==> config.mk <==
export PLATFORM = sky130hd
export DESIGN_NAME = alu_share_arbiter
export DESIGN_NICKNAME = d
export VERILOG_FILES = /design/src/rtl/alu_share_arbiter.sv
export SDC_FILE = /design/constraint.sdc
export NUM_CORES = 1
export LEC_CHECK = 0
export ABC_CLOCK_PERIOD_IN_PS = 8800
export CAP_MARGIN = 40
export CORE_ASPECT_RATIO = 1.25
export CORE_MARGIN = 4
export CORE_UTILIZATION = 24
export CTS_BUF_LIST = sky130_fd_sc_hd__clkbuf_8
export DETAILED_ROUTE_END_ITERATION = 12
export GPL_TIMING_DRIVEN = 0
export SLEW_MARGIN = 0
export SYNTH_ARGS = -nofsm -noshare
export SYNTH_HDL_FRONTEND = slang
export SYNTH_SLANG_ARGS = --single-unit
==> constraint.sdc <==
create_clock -name clk -period 8.8 [get_ports clk]
set_clock_uncertainty 0.15 [all_clocks]
set_input_delay 1.32 -clock clk [delete_from_list [all_inputs] [get_ports clk]]
set_output_delay 1.32 -clock clk [all_outputs]
set_load 0.02 [all_outputs]
==> src/rtl/alu_share_arbiter.sv <==
// Two-requester round-robin front end for one shared combinational ALU: IDLE -> EXEC -> RESP.
// Optional ALU_ARB_PERF_EN adds per-requester accepted-request counters (grant0_cnt, grant1_cnt).
module alu_share_arbiter #(
  parameter int WIDTH = 32,
  parameter int OPW   = 3
) (
  input  logic             clk,
  input  logic             rst,
  input  logic             req0_valid,
  input  logic [OPW-1:0]   req0_op,
  input  logic [WIDTH-1:0] req0_a,
  input  logic [WIDTH-1:0] req0_b,
  output logic             req0_ready,
  output logic             rsp0_valid,
  input  logic             rsp0_ready,
  input  logic             req1_valid,
  input  logic [OPW-1:0]   req1_op,
  input  logic [WIDTH-1:0] req1_a,
  input  logic [WIDTH-1:0] req1_b,
  output logic             req1_ready,
  output logic             rsp1_valid,
  input  logic             rsp1_ready,
  output logic [WIDTH-1:0] rsp_result,
  output logic             rsp_zero,
  output logic [OPW-1:0]   alu_op,
  output logic [WIDTH-1:0] alu_a,
  output logic [WIDTH-1:0] alu_b,
  input  logic [WIDTH-1:0] alu_result,
  input  logic             alu_zero,
  output logic             busy
`ifdef ALU_ARB_PERF_EN
  ,
  output logic [31:0]      grant0_cnt,
  output logic [31:0]      grant1_cnt
`endif
);

  typedef enum logic [1:0] {
    ST_IDLE = 2'd0,
    ST_EXEC = 2'd1,
    ST_RESP = 2'd2
  } state_e;

  state_e           state_q;
  logic             owner_q;
  logic             last_grant_q;
  logic [OPW-1:0]   op_q;
  logic [WIDTH-1:0] a_q;
  logic [WIDTH-1:0] b_q;
  logic [WIDTH-1:0] result_q;
  logic             zero_q;
  logic             rsp0_valid_q;
  logic             rsp1_valid_q;
  logic             busy_q;

  logic             gnt0;
  logic             gnt1;
  logic             accept;
  logic             rsp_hs;

  // On contention the requester that did not win last time gets the grant.
  always_comb begin
    gnt0 = 1'b0;
    gnt1 = 1'b0;
    if (req0_valid && req1_valid) begin
      gnt0 = last_grant_q;
      gnt1 = ~last_grant_q;
    end else begin
      gnt0 = req0_valid;
      gnt1 = req1_valid;
    end
  end

  assign req0_ready = (state_q == ST_IDLE) & gnt0;
  assign req1_ready = (state_q == ST_IDLE) & gnt1;
  assign accept     = req0_ready | req1_ready;
  assign rsp_hs     = (state_q == ST_RESP) & (owner_q ? rsp1_ready : rsp0_ready);

  always_ff @(posedge clk or posedge rst) begin
    if (rst) begin
      state_q      <= ST_IDLE;
      owner_q      <= 1'b0;
      last_grant_q <= 1'b1;
      op_q         <= '0;
      a_q          <= '0;
      b_q          <= '0;
      result_q     <= '0;
      zero_q       <= 1'b0;
      rsp0_valid_q <= 1'b0;
      rsp1_valid_q <= 1'b0;
      busy_q       <= 1'b0;
    end else begin
      case (state_q)
        ST_IDLE: begin
          if (accept) begin
            owner_q <= gnt1;
            op_q    <= gnt1 ? req1_op : req0_op;
            a_q     <= gnt1 ? req1_a  : req0_a;
            b_q     <= gnt1 ? req1_b  : req0_b;
            busy_q  <= 1'b1;
            state_q <= ST_EXEC;
          end
        end
        ST_EXEC: begin
          result_q     <= alu_result;
          zero_q       <= alu_zero;
          rsp0_valid_q <= ~owner_q;
          rsp1_valid_q <= owner_q;
          state_q      <= ST_RESP;
        end
        ST_RESP: begin
          if (rsp_hs) begin
            last_grant_q <= owner_q;
            rsp0_valid_q <= 1'b0;
            rsp1_valid_q <= 1'b0;
            busy_q       <= 1'b0;
            state_q      <= ST_IDLE;
          end
        end
        default: begin
          rsp0_valid_q <= 1'b0;
          rsp1_valid_q <= 1'b0;
          busy_q       <= 1'b0;
          state_q      <= ST_IDLE;
        end
      endcase
    end
  end

  assign rsp0_valid = rsp0_valid_q;
  assign rsp1_valid = rsp1_valid_q;
  assign busy       = busy_q;
  assign rsp_result = result_q;
  assign rsp_zero   = zero_q;
  assign alu_op     = op_q;
  assign alu_a      = a_q;
  assign alu_b      = b_q;

`ifdef ALU_ARB_PERF_EN
  logic [31:0] grant0_cnt_q;
  logic [31:0] grant1_cnt_q;

  // Free-running wrap at 2^32 is intended.
  always_ff @(posedge clk or posedge rst) begin
    if (rst) begin
      grant0_cnt_q <= '0;
      grant1_cnt_q <= '0;
    end else begin
      if (req0_ready) grant0_cnt_q <= grant0_cnt_q + 32'd1;
      if (req1_ready) grant1_cnt_q <= grant1_cnt_q + 32'd1;
    end
  end

  assign grant0_cnt = grant0_cnt_q;
  assign grant1_cnt = grant1_cnt_q;
`endif

endmodule
==> reports/summary.md, run 1 <==
The flow ran to the end, and the final reports show no timing, DRC or antenna violations. The run gives 0 as the hold violation count in the final report. The initial utilization of the core area, before any placement, comes to 24.4%. TritonCTS built the clock tree. The tools report the TritonCTS buffer count as 9. For the number of synthesis warnings, the log shows 0.

Launching element type of the critical path: a primary input. The total detailed-routing wirelength came out at 14400 um. The global routing stage identified its most utilized layer as met2.

Global routing used 23.4% of the available met2 tracks. Gates resized during post-CTS repair numbered 0. For the worst setup path, the data arrival time is 3.48 ns.

The tools report the cell area after placement as 0.00802 mm^2. The tools report the final global-route overflow total as 0. The static leakage came out at 3.31 nW.

The internal portion of the total power is 1.76 mW. The first global-routing pass estimated 22300 um of wire. The number of hold buffers added after CTS was 0. The fill cell instance count of the final layout is 1904. Grouping stages by cell kind, the critical path spends the most delay in buffers and inverters. Power spread over the standard cell area amounts to 334 mW/mm^2.

In this run the worst path has a maximum fanout of 10. By count the netlist is led by 141 x sky130_fd_sc_hd__mux2_2, 106 x sky130_fd_sc_hd__dfrtp_1, 16 x sky130_fd_sc_hd__mux2_1, 13 x sky130_fd_sc_hd__buf_2, 10 x sky130_fd_sc_hd__mux2_4. The most used flip-flop cell after synthesis is sky130_fd_sc_hd__dfrtp_1.

The area growth from synthesis to layout is 68.7%. Of the available clock period, the critical path in the final layout requires 56.2%. The worst pin sits at a relative slew slack of 52.3%. Before CTS, the worst setup slack after placement is 3.78 ns. The height of the die is 167 um, and the peak ir drop on the vdd network is 0.165 mV. Global routing consumed, on the met3 layer, 4.87% of the routing resources. The number of antenna cells inserted is 0, and the clock network power share is 11.7%. Ranked by total cell area, the synthesized netlist is headed by sky130_fd_sc_hd__dfrtp_1 54%, sky130_fd_sc_hd__mux2_2 33%, sky130_fd_sc_hd__mux2_1 3.7%, sky130_fd_sc_hd__mux2_4 3.1%, sky130_fd_sc_hd__buf_2 1.3%. The number of antenna violations at the first check in global routing is 0. The count of nets left with antenna violations once routing finished came out at 0.

The average cell area after synthesis was 15.4 um^2. Max-cap violations in this run came to 0. The power spent charging and discharging nets was 997 uW. Setup repair after global routing left no endpoint under its margin. The type of the setup path with the least slack was in -> out.

The vias per cell was 4.17; the later-pin clock latency in the skew report was 0.37 ns. Global routing used 13.0% of the available met1 tracks. Entering global routing, the biggest net connects 56 pins.

The final hold slack came out at 0.362 ns. For this run, the post-layout net count is 778. The share of total power dissipated in sequential elements is 32.2%. The tools report the top-level port count as 278. The proportion of synthesized flip-flops having asynchronous set or reset was 100%; the iteration-0 DRC count of the detailed router was 49. After synthesis the cells add up to 0.00488 mm^2. Post-CTS timing repair inserted 0 buffers for setup. The first detailed-routing pass took 4 iterations.

In this run switching power makes up 36.2% of total power. The part of the total power dissipated in combinational logic was 56.1%. Wire length per cell after detailed routing: 16.4 um. For the global routing usage summed across all routing layers, the log shows 12.5%. The final critical delay including setup and external delays works out to 4.95 ns. Routability-driven placement finished with a final weighted congestion of 0.717. The accumulated negative setup slack is 0 ns. The class of the most critical hold timing path is reg -> reg. In this run the biggest area consumer among cell types represents 54.4% of the synthesized area. Setup violations remaining at the end of the flow were counted as 0. The width of the die is 136 um. The die covers 0.0227 mm^2. The run gives 0 as the total count of max-transition violations in the final report. Among all stages on the critical path, the largest delay is contributed by sky130_fd_sc_hd__clkdlybuf4s50_1. Of the cells placed in the final design, the portion with a size suffix greater than 1 is 31.0%. The worst setup path is captured at an output pin.

Walking the worst path, the cells encountered are clkdlybuf4s50_1 -> a21boi_2 -> buf_6 -> buf_6 -> and2_1 -> clkdlybuf4s50_1. At the pin with the least slew margin, the transition time is 0.715 ns. The sum of buffers and inverters on the critical path is 4. The achievable frequency is 0.202 GHz. The most common cell in the synthesized netlist is sky130_fd_sc_hd__mux2_2.

The routed layout has 3670 vias. The synthesized design contains 107 register bits. The tools report the final HPWL from detailed placement as 11700 um.

The number of H-tree levels was 3; the via count of the first global-routing pass was 4068. The most area-hungry cell type in the Yosys netlist is sky130_fd_sc_hd__dfrtp_1. The number of nets in the synthesized netlist is 489.

Yosys mapped a number of flops with a built-in enable equal to 0. For this run, design rule violations remaining after detail routing come to 0. The count of different cell masters after synthesis was 25; the TritonCTS sink count was 107. In the post-route analysis, the smallest setup slack over all paths is 3.85 ns. The delay of the slowest cell on the worst path works out to 0.63 ns.

The maximum root-to-sink buffer count is 2. After clock tree synthesis, the clock-pin slew on the worst setup and hold paths is 0.09 ns. Summing the sequential cell areas from Yosys gives 54.9% of the chip area.

After technology mapping, the gate count stands at 316. Input and output buffers added on the ports amount to 277. The data required time at the worst endpoint came out at 7.33 ns. The cell sitting at the root of the clock tree is a sky130_fd_sc_hd__clkbuf_8. In this run the core area contains 58 standard-cell rows. After routing the design area is 0.00823 mm^2.

The core area was 0.0200 mm^2.
cells in the final DEF (no fill, tap or decap), types with 2 or more instances in the layout:
cell type and instances:
sky130_fd_sc_hd__clkdlybuf4s50_1 277, sky130_fd_sc_hd__mux2_2 141, sky130_fd_sc_hd__dfrtp_1 106, sky130_fd_sc_hd__mux2_1 16
sky130_fd_sc_hd__buf_2 13, sky130_fd_sc_hd__clkbuf_8 11, sky130_fd_sc_hd__mux2_4 10, sky130_fd_sc_hd__buf_6 5
sky130_fd_sc_hd__inv_1 4, sky130_fd_sc_hd__nor2_1 2, sky130_fd_sc_hd__mux2i_1 2, sky130_fd_sc_hd__o2bb2ai_1 2
sky130_fd_sc_hd__clkinv_4 2
flip-flops by register name (all words and copies together), names as in the netlist:
| signal | flops |
|---|---|
| alu_a | 32 |
| alu_b | 32 |
| busy | 1 |
| rsp1_valid | 1 |
| state_q | 2 |
| rsp_zero | 1 |
| last_grant_q | 1 |
| alu_op | 3 |
| owner_q | 1 |
| rsp_result | 32 |
| rsp0_valid | 1 |
layout make-up:
type | count | area, um^2 | share of cell area [%]
Clock buffer | 11 | 151 | 1.84
Timing Repair Buffer | 278 | 2800 | 34.0
Inverter | 4 | 17.5 | 0.213
Sequential cell | 107 | 2680 | 32.5
Multi-Input combinational cell | 187 | 2060 | 25.1
Tap cell | 270 | 338 | 4.10
Buffer | 18 | 121 | 1.47
Clock inverter | 5 | 60.1 | 0.730
metrics by stage:
stage | total power [mW] | utilization (%) | std cells
3_3_place_gp | 2.44 | 39.9 | 863
4_1_cts | 2.80 | 41.1 | 880
2_1_floorplan | 1.73 | - | 316
5_1_grt | 2.92 | 41.1 | 880
6_report | 2.75 | 41.1 | 880
3_5_place_dp | 2.47 | 40.0 | 864
path summary, 6_finish.rpt:
path	start	to	slack, ns	depth (start not counted)
worst max-delay path	req1_valid	req1_ready	3.85	6
worst min-delay path	alu_b[26]	alu_b[26]	0.36	1
worst max register to register	last_grant_q	alu_b[18]	6.74	5
worst min register to register	alu_b[26]	alu_b[26]	0.36	1
max in group asynchronous	rst	last_grant_q	6.47	3
min in group asynchronous	rst	alu_b[29]	1.25	2
power groups by stage:
stage          logic, mW  registers (mW)  clock network, mW
2_1_floorplan      0.544            1.19                  0
3_3_place_gp        1.56           0.885                  0
3_5_place_dp        1.57           0.898                  0
4_1_cts             1.58           0.890              0.337
5_1_grt             1.64           0.923              0.359
6_report            1.54           0.885              0.322
routing by layer:
metal,up-vias,wire [um]
li1,1708,-
met1,1813,5060
met2,144,7920
met3,5,1310
met4,0,113
met5,-,0
worst register-to-register path, cell delays in order (launching register included):
cell                       delay (ns)
sky130_fd_sc_hd__dfstp_2         0.40
sky130_fd_sc_hd__a21boi_2        0.37
sky130_fd_sc_hd__buf_6           0.24
sky130_fd_sc_hd__buf_6           0.18
sky130_fd_sc_hd__mux2_1          0.34
sky130_fd_sc_hd__mux2_2          0.27
cells by family (layout without fill, tap and decap cells):
family | Yosys count | in the layout | synth area share, %
buffers and inverters | 22 | 316 | 2.80
DFF | 107 | 107 | 54.9
and+or+nand+nor | 8 | 8 | 0.898
AOI/OAI and AO/OA | 10 | 10 | 1.67
muxes | 169 | 169 | 39.7
Power figures use the tool's default switching activity.
==> run 2: changes to the inputs <==
Settings changed: ABC_CLOCK_PERIOD_IN_PS 8800 to 4800.
Clock period 8.8 ns to 4.8 ns, I/O delays scaled along.
==> results of run 2 <==
Same layout as run 1 (identical final DEF). Status: completed.
Main changes from that run: setup slack after placement 3.78 ns -> 0.976 ns; setup slack after layout 3.85 ns -> 1.05 ns; register-to-register setup slack 6.74 ns -> 2.74 ns; total power 2.75 mW -> 5.05 mW; worst IR drop on VDD 0.165 mV -> 0.302 mV
==> run 3: changes to the inputs <==
Settings changed: ABC_CLOCK_PERIOD_IN_PS 4800 to 3300.
Clock period 4.8 ns to 3.3 ns, I/O delays scaled along.
==> run 3 against run 2 <==
Count of clock-buffer cells in the layout stayed put. Combinational power up 46%. Non-clock buffer count is 1 higher. Critical path depth is the same. Clock power increased by 34%. Utilization barely moved. Sequential cell count unchanged. Die area unchanged. Sequential share of layout area about the same. Register-to-register slack worse by 1.4 ns.
==> reports/summary.md, run 3 (synthesized netlist as in run 1, its figures left out) <==
The accumulated negative setup slack was 0 ns (unchanged). STA classifies the critical path endpoint as an output pin. The total count of max-transition violations in the final report came out at 0 (unchanged).

The run gives 32.5% (+0.3 points) as the register share of total power. The critical path goes through clkdlybuf4s50_1 -> a21boi_4 -> buf_6 -> buf_6 -> and2_1 -> clkdlybuf4s50_1. The launching element type of the critical path was a primary input. The logs give 0 (unchanged) for the count of buffers added by post-CTS timing repair for setup and 2.67 mW for the power spent charging and discharging nets. The top-level port count came out at 278 (unchanged).

The count of input and output buffers works out to 277 (unchanged). Prior to clock tree synthesis, the placed netlist has a worst setup slack of -0.00639 ns. The area growth from synthesis to layout works out to 68.6% (about the same).

The run gives 0.0227 mm^2 (unchanged) as the die outline area. The run gives 48 (-2.0%) as the iteration-0 DRC count of the detailed router. The tools report the effective utilization at floorplan as 24.4% (unchanged). The critical-path cell with the highest stage delay was sky130_fd_sc_hd__clkdlybuf4s50_1. The highest fanout seen on the critical path was 10 (unchanged).

The remaining max-slew budget at the tightest pin was 46.1% (-6.2 points); the largest net degree at the start of global routing was 38 (-32%). The number of antenna cells inserted is 0 (unchanged). CTS placed an instance of sky130_fd_sc_hd__clkbuf_8 at the clock tree root. The cell area after layout was 0.00823 mm^2 (about the same); the static leakage was 3.30 nW (-0.36%). The later-pin clock latency in the skew report is 0.37 ns (about the same), and the proportion of total power due to net switching is 36.7%.

After layout, the worst path uses 96.4% of the clock period. In this run the worst hold path is classified as reg -> reg. The wire length per cell after detailed routing was 16.6 um (+1.2%). The width of the die is 136 um (unchanged). The final HPWL from detailed placement is 11700 um (+0.11%), and the TritonCTS sink count is 107 (unchanged). For the site row count, the log shows 58 (unchanged). The maximum root-to-sink buffer count came out at 2 (unchanged). The peak ir drop on the vdd network was 0.464 mV.

TritonCTS buffer count: 9 (unchanged). The vias per cell was 4.19 (+0.46%). The DRC violations left is 0 (unchanged). The tools report the global placement routability congestion as 0.703 (-2.0%). The tools report the hold violation count in the final report as 0 (unchanged). The global routing usage summed across all routing layers is 12.6% (+0.14 points), and the internal power is 4.61 mW.

The tools report the final layout net count as 779 (+0.13%). The delay of the slowest cell on the worst path is 0.63 ns (about the same). Dividing total power by cell area gives a power density of 885 mW/mm^2. The logs give 10.8% (-0.9 points) for the clock network power share and 1953 (+2.6%) for the fill cell instance count of the final layout.

The top cell types in the final layout, fill and taps aside, are 277 x sky130_fd_sc_hd__clkdlybuf4s50_1, 141 x sky130_fd_sc_hd__mux2_2, 106 x sky130_fd_sc_hd__dfrtp_1. The run gives 0 (unchanged) as the number of max-cap violations. In this run the register-to-register setup slack is 1.30 ns. For the number of H-tree levels, the log shows 3 (unchanged). The final critical delay including setup and external delays came out at 3.18 ns. The run gives 56.7% (+0.6 points) as the part of the total power dissipated in combinational logic. The number of routed nets with antenna violations is 0 (unchanged), and the core area is 0.0200 mm^2 (unchanged).

For the via count of the first global-routing pass, the log shows 4269 (+4.9%). The critical path is of the in -> out type. The final global-route overflow total came out at 0 (unchanged).

Setup repair after global routing left no endpoint under its margin. The number of antenna violations at the first check in global routing was 0 (unchanged); the hold buffer count at cts was 0 (unchanged). The setup slack of the critical path after layout is 0.119 ns. For the final count of negative-setup-slack endpoints, the log shows 0 (unchanged).

Cell area after placement: 0.00803 mm^2 (+0.17%). Data on the critical path arrives at its endpoint at 2.54 ns. The data required time at the worst endpoint came out at 2.65 ns. The flow ran to the end, and the final reports show no timing, DRC or antenna violations. The clock transition time at the flip-flop clock pins of the worst setup and hold paths works out to 0.10 ns (about the same).

The library cell used most frequently in the layout, excluding fill and tap cells, is sky130_fd_sc_hd__clkdlybuf4s50_1. The tools report the achievable frequency as 0.314 GHz. The final hold slack came out at 0.361 ns (-0.00119 ns).

The total detailed-routing wirelength is 14600 um (+1.2%), and the first-pass GRT wire length is 22500 um (+1.1%). The via count is 3687 (+0.46%), and the slew at the pin with the worst max-slew slack is 0.806 ns (+0.0913 ns). Total power for the finished layout comes to 7.28 mW.

TritonCTS built the clock tree. The first-pass detailed-route iteration total was 3 (-1). The tools report the count of instances resized after the clock tree is built as 1 (+1). The height of the die was 167 um (unchanged). The fraction of final layout cells with drive strength greater than 1 came out at 31.1% (+0.16 points).
[run 3: cell count changes in the layout (fill, tap and decap cells not counted), sizes merged]
cell	delta
clkinv	-1
bufinv	-1
inv	-1
buf	+1
clkinvlp	+2
[run 3: worst paths after layout]
kind / start / to / cells after the start
worst min register to register: rsp_result[7] / rsp_result[7] / 1
worst max register to register: state_q[1] / alu_b[10] / 6
min in group asynchronous: rst / alu_a[3] / 2
worst max-delay path: req1_valid / req1_ready / 6
max in group asynchronous: rst / last_grant_q / 4
worst min-delay path: rsp_result[7] / rsp_result[7] / 1
[run 3: stage by stage]
step,cells,utilization [%]
5_1_grt,880,41.1
3_3_place_gp,863,39.9
6_report,880,41.1
4_1_cts,880,41.1
3_5_place_dp,865,40.1
2_1_floorplan,316,-
[run 3: worst max-delay path, delay by kind of cell]
family          cells  cell delay, ns
compound gates      1            0.30
simple gates        1            0.17
buf+inv             4            1.56
[run 3: layer usage]
| layer | global-route usage, % | share of wire, % |
|---|---|---|
| met1 | 12.7 | 36 |
| met2 | 23.6 | 53 |
| met3 | 4.84 | 9.4 |
| met4 | 4.12 | 1.5 |
| met5 | 0 | 0 |
[run 3: area by class of cell]
| class | instances | area, um^2 | share of cell area [%] |
|---|---|---|---|
| clock inverter | 4 | 33.8 | 0.411 |
| tap | 270 | 338 | 4.11 |
| multi-input combinational | 187 | 2070 | 25.2 |
| sequential | 107 | 2680 | 32.6 |
| timing repair buffer | 279 | 2810 | 34.2 |
| buffer | 18 | 121 | 1.48 |
| inverter | 4 | 18.8 | 0.228 |
| clock buffer | 11 | 151 | 1.84 |
[run 3: power groups by stage]
stage	Clock, mW	Combinational [mW]	Sequential, mW
floorplan	0	1.45	3.17
global placement	0	4.16	2.35
detailed placement	0	4.20	2.40
CTS	0.837	4.21	2.38
global route	0.887	4.38	2.46
finish	0.789	4.13	2.36
==> RTL change 1 (settings of run 1) <==
`WIDTH`: 32 -> 16.
--- a/src/rtl/alu_share_arbiter.sv
+++ b/src/rtl/alu_share_arbiter.sv
@@ -3,3 +3,3 @@
 module alu_share_arbiter #(
-  parameter int WIDTH = 32,
+  parameter int WIDTH = 16,
   parameter int OPW   = 3
Interface: changed (8 resized); port bits go from 278 to 150. No check against the original RTL was run, so the function may have changed too.
==> RTL change 1 against run 1 <==
Total power decreased by 42%; sequential power down 44%; critical path depth is the same; maximum frequency up 7.6%; final area is 41% lower; setup slack gained 0.35 ns; synthesized area shrank 39%; wire length fell by 48%; hold slack lost 0.021 ns; sequential cell count down 48; critical endpoint unchanged.
==> RTL change 1: results (changes against run 1) <==
GRT
  • Met3 usage: 3.90% (-0.96 points)
  • Met1 usage: 11.6% (-1.4 points)
  • Vias in the first global route: 2293 (-44%)
  • First-pass GRT wire length: 11700 um (-48%)
  • Aggregate global-route resource usage: 10.7% (-1.8 points)
  • GRT met2 Usage: 18.6% (-4.8 points)

Route
  • M1 WL: 2860 um (-43%)
  • Routed WL: 7480 um (-48%)
  • Met2 wire len: 3930 um (-50%)
  • Total number of vias: 2090 (-43%)
  • Met3 routed WL: 580 um (-56%)
  • Iter 0 DRT Violations: 103 (+110%)

Placed design
  • IO Port Bufs: 149 (-46%)
  • Hpwl dp: 5710 um (-51%)
  • RD Place Congestion: 0.714 (-0.35%)
  • Dpl cells: 498 (-42%)

STA
  • Fmax: 217 MHz (+7.6%)
  • Endpoints failing hold: 0 (unchanged)
  • Max_slew headroom: 56.6% (+4.3 points)
  • Hold WS: 0.341 ns (-0.0209 ns)

Final layout
  • Register area: 1480 um2 (-45%)
  • Fin nets: 438 (-44%)
  • Layout cells sized above 1: 30.9% (-0.038 points)
  • Post-Layout Cell Count: 513 (-42%)
  • Fillers: 1188 (-38%)

Logic synthesis
  • Netlist cell types: 26 (+4.0%)
  • Syn Nets: 277 (-43%)
  • Top post-synthesis cells by area: dfrtp_1, mux2_4, mux2_2
  • Sequential element share of the synthesized area: 49.7% (-5.2 points)
  • Syn avg cell area: 16.2 um2 (+4.7%)
  • Synth top cells by count: dfrtp_1, mux2_4, mux2_2

Clocking
  • CTS clk-pin slew, worst paths: 0.06 ns (-0.03 ns)
  • Worst skew pair latency: 0.33 ns (-0.04 ns)

Pwr
  • Reg power frac: 30.9% (-1.3 points)
  • Max IR drop VDD: 0.000100 V (-39%)
  • P_leak: 0.00209 uW (-37%)
  • Power in the clock group: 205 uW (-36%)
  • NetSw: 556 uW (-44%)
  • Clock share of power: 12.9% (+1.2 points)

Min path
  • WHS Endpoint: rsp_result[3]$_DFFE_PP0N_
  • Worst hold start: rsp_result[3]$_DFFE_PP0N_
  • Worst min path class: flop to flop

Setup path
  • Critical Path AT: 3.13 ns (-0.35 ns)
  • FF-to-FF Start: state_q[1]$_DFFE_PP0P_

Outcome
  • Status: finished clean
RTL change 1: cells by family (layout without fill, tap and decap cells):
kind of cell	Yosys count	count (layout)	share of synthesized area, %
AOI/OAI and AO/OA	13	13	3.11
muxes	88	88	40.6
buffers and inverters	14	179	4.63
DFF	59	59	49.7
and+or+nand+nor	10	10	1.94
RTL change 1: cell type report:
| cell class | count | area share [%] |
|---|---|---|
| repair buffers | 150 | 31.2 |
| well taps | 164 | 4.23 |
| multi-input cells | 111 | 28.0 |
| plain buffers | 10 | 2.53 |
| inverters | 4 | 0.310 |
| flip-flops and latches | 59 | 30.5 |
| clock buffers | 10 | 2.84 |
| clock inverters | 5 | 0.464 |
RTL change 1: worst register-to-register path: stages, from the launching register on:
cell and delay (ns):
dfrtp_1 0.45, nor2_1 0.21, o21a_2 0.16, buf_4 0.20, buf_6 0.21, mux2_4 0.32
==> RTL change 2 (flow settings as in run 1) <==
Without the edit above. The 3 states of `state_e` get a one-hot encoding in 3 bits.
--- a/src/rtl/alu_share_arbiter.sv
+++ b/src/rtl/alu_share_arbiter.sv
@@ -37,6 +37,6 @@
 
-  typedef enum logic [1:0] {
-    ST_IDLE = 2'd0,
-    ST_EXEC = 2'd1,
-    ST_RESP = 2'd2
+  typedef enum logic [2:0] {
+    ST_IDLE = 3'b001,
+    ST_EXEC = 3'b010,
+    ST_RESP = 3'b100
   } state_e;
Check against the original RTL: no difference found for any inputs over 10 cycles, from zero or initial values and one cycle with rst high; not proved beyond that.
==> RTL change 2 against run 1 <==
Sequential cell count grew 1; total power grew 0.12%; wire length grew 19%; setup slack gained 0.18 ns; first-iteration DRC count grew to 3.4 times the old value; synthesized area shrank 4.5%; final area shrank 3.3%; cell count shrank 1.7%; sequential power shrank 0.5%; critical path type unchanged; largest power group unchanged.
==> RTL change 2: results (changes against run 1) <==
Pwr
  • P_leak: 0.00301 uW (-8.9%)
  • Switching Share: 37.8% (+1.6 points)
  • Max IR drop VDD: 0.000191 V (+16%)

Logic synthesis
  • Synth Area in Compound Gates: 17.9% (+16 points)
  • Netlist cell types: 29 (+16%)
  • Mux contribution to synthesized area: 8.19% (-32 points)
  • Syn Nets: 512 (+4.7%)

Final layout
  • Layout cells sized above 1: 22.1% (-8.9 points)
  • Fillers: 1809 (-5.0%)
  • NonClk Buf Share: 37.4% (+1.9 points)
  • Layout clock area frac: 2.59% (+0.025 points)
  • Multi-input logic cell count: 195 (+4.3%)
  • Seq cells: 108 (+0.93%)
  • Nonclk buf count: 310 (+4.7%)
  • Fin nets: 801 (+3.0%)
  • # clk buffers: 10 (-1)
  • Multi-input combinational cell area: 1760 um2 (-15%)
  • Design area: 7960 um2 (-3.3%)

Placed design
  • Dpl cells: 849 (-1.7%)
  • Cell Area, Placed: 7750 um2 (-3.3%)
  • Hpwl dp: 13200 um (+13%)

Setup path
  • Critical Path AT: 3.30 ns (-0.18 ns)
  • R2R setup slack: 6.72 ns (-0.02 ns)

GRT
  • Pin count of the biggest net entering global routing: 61 (+8.9%)
  • Met1 usage: 18.2% (+5.2 points)
  • GRT met2 Usage: 26.8% (+3.4 points)
  • Met3 usage: 4.41% (-0.46 points)

STA
  • Final min period: 4.77 ns (-0.175 ns)
  • Hold WS: 0.367 ns (+0.00463 ns)

Route
  • Iter 0 DRT Violations: 168 (+240%)
  • Router iterations before antenna repair: 5 (+1)

Outcome
  • Status: finished clean
## RTL change 2: critical path, cell delays in order
cell and delay [ns]:
clkdlybuf4s50_1 0.49, nand2_1 0.11, nand4_2 0.27, buf_2 0.30
buf_6 0.17, inv_1 0.05, clkdlybuf4s50_1 0.59
## RTL change 2: final timing paths
check	cells after the start	from	endpoint
setup / recovery	7	req0_valid	req1_ready
hold / removal	1	rsp_result[6]$_DFFE_PP0N_	rsp_result[6]$_DFFE_PP0N_
setup reg to reg	5	last_grant_q$_DFFE_PP1P_	alu_b[17]$_DFFE_PP0P_
hold reg to reg	1	rsp_result[6]$_DFFE_PP0N_	rsp_result[6]$_DFFE_PP0N_
max in group asynchronous	3	rst	alu_a[27]$_DFFE_PP0P_
min in group asynchronous	2	rst	alu_a[17]$_DFFE_PP0P_
## RTL change 2: metal layers
metal / vias up / part of all wire [%]
li1: 1901 / -
met1: 2031 / 40
met2: 164 / 52
met3: 22 / 6.1
met4: 0 / 2.1
met5: - / 0
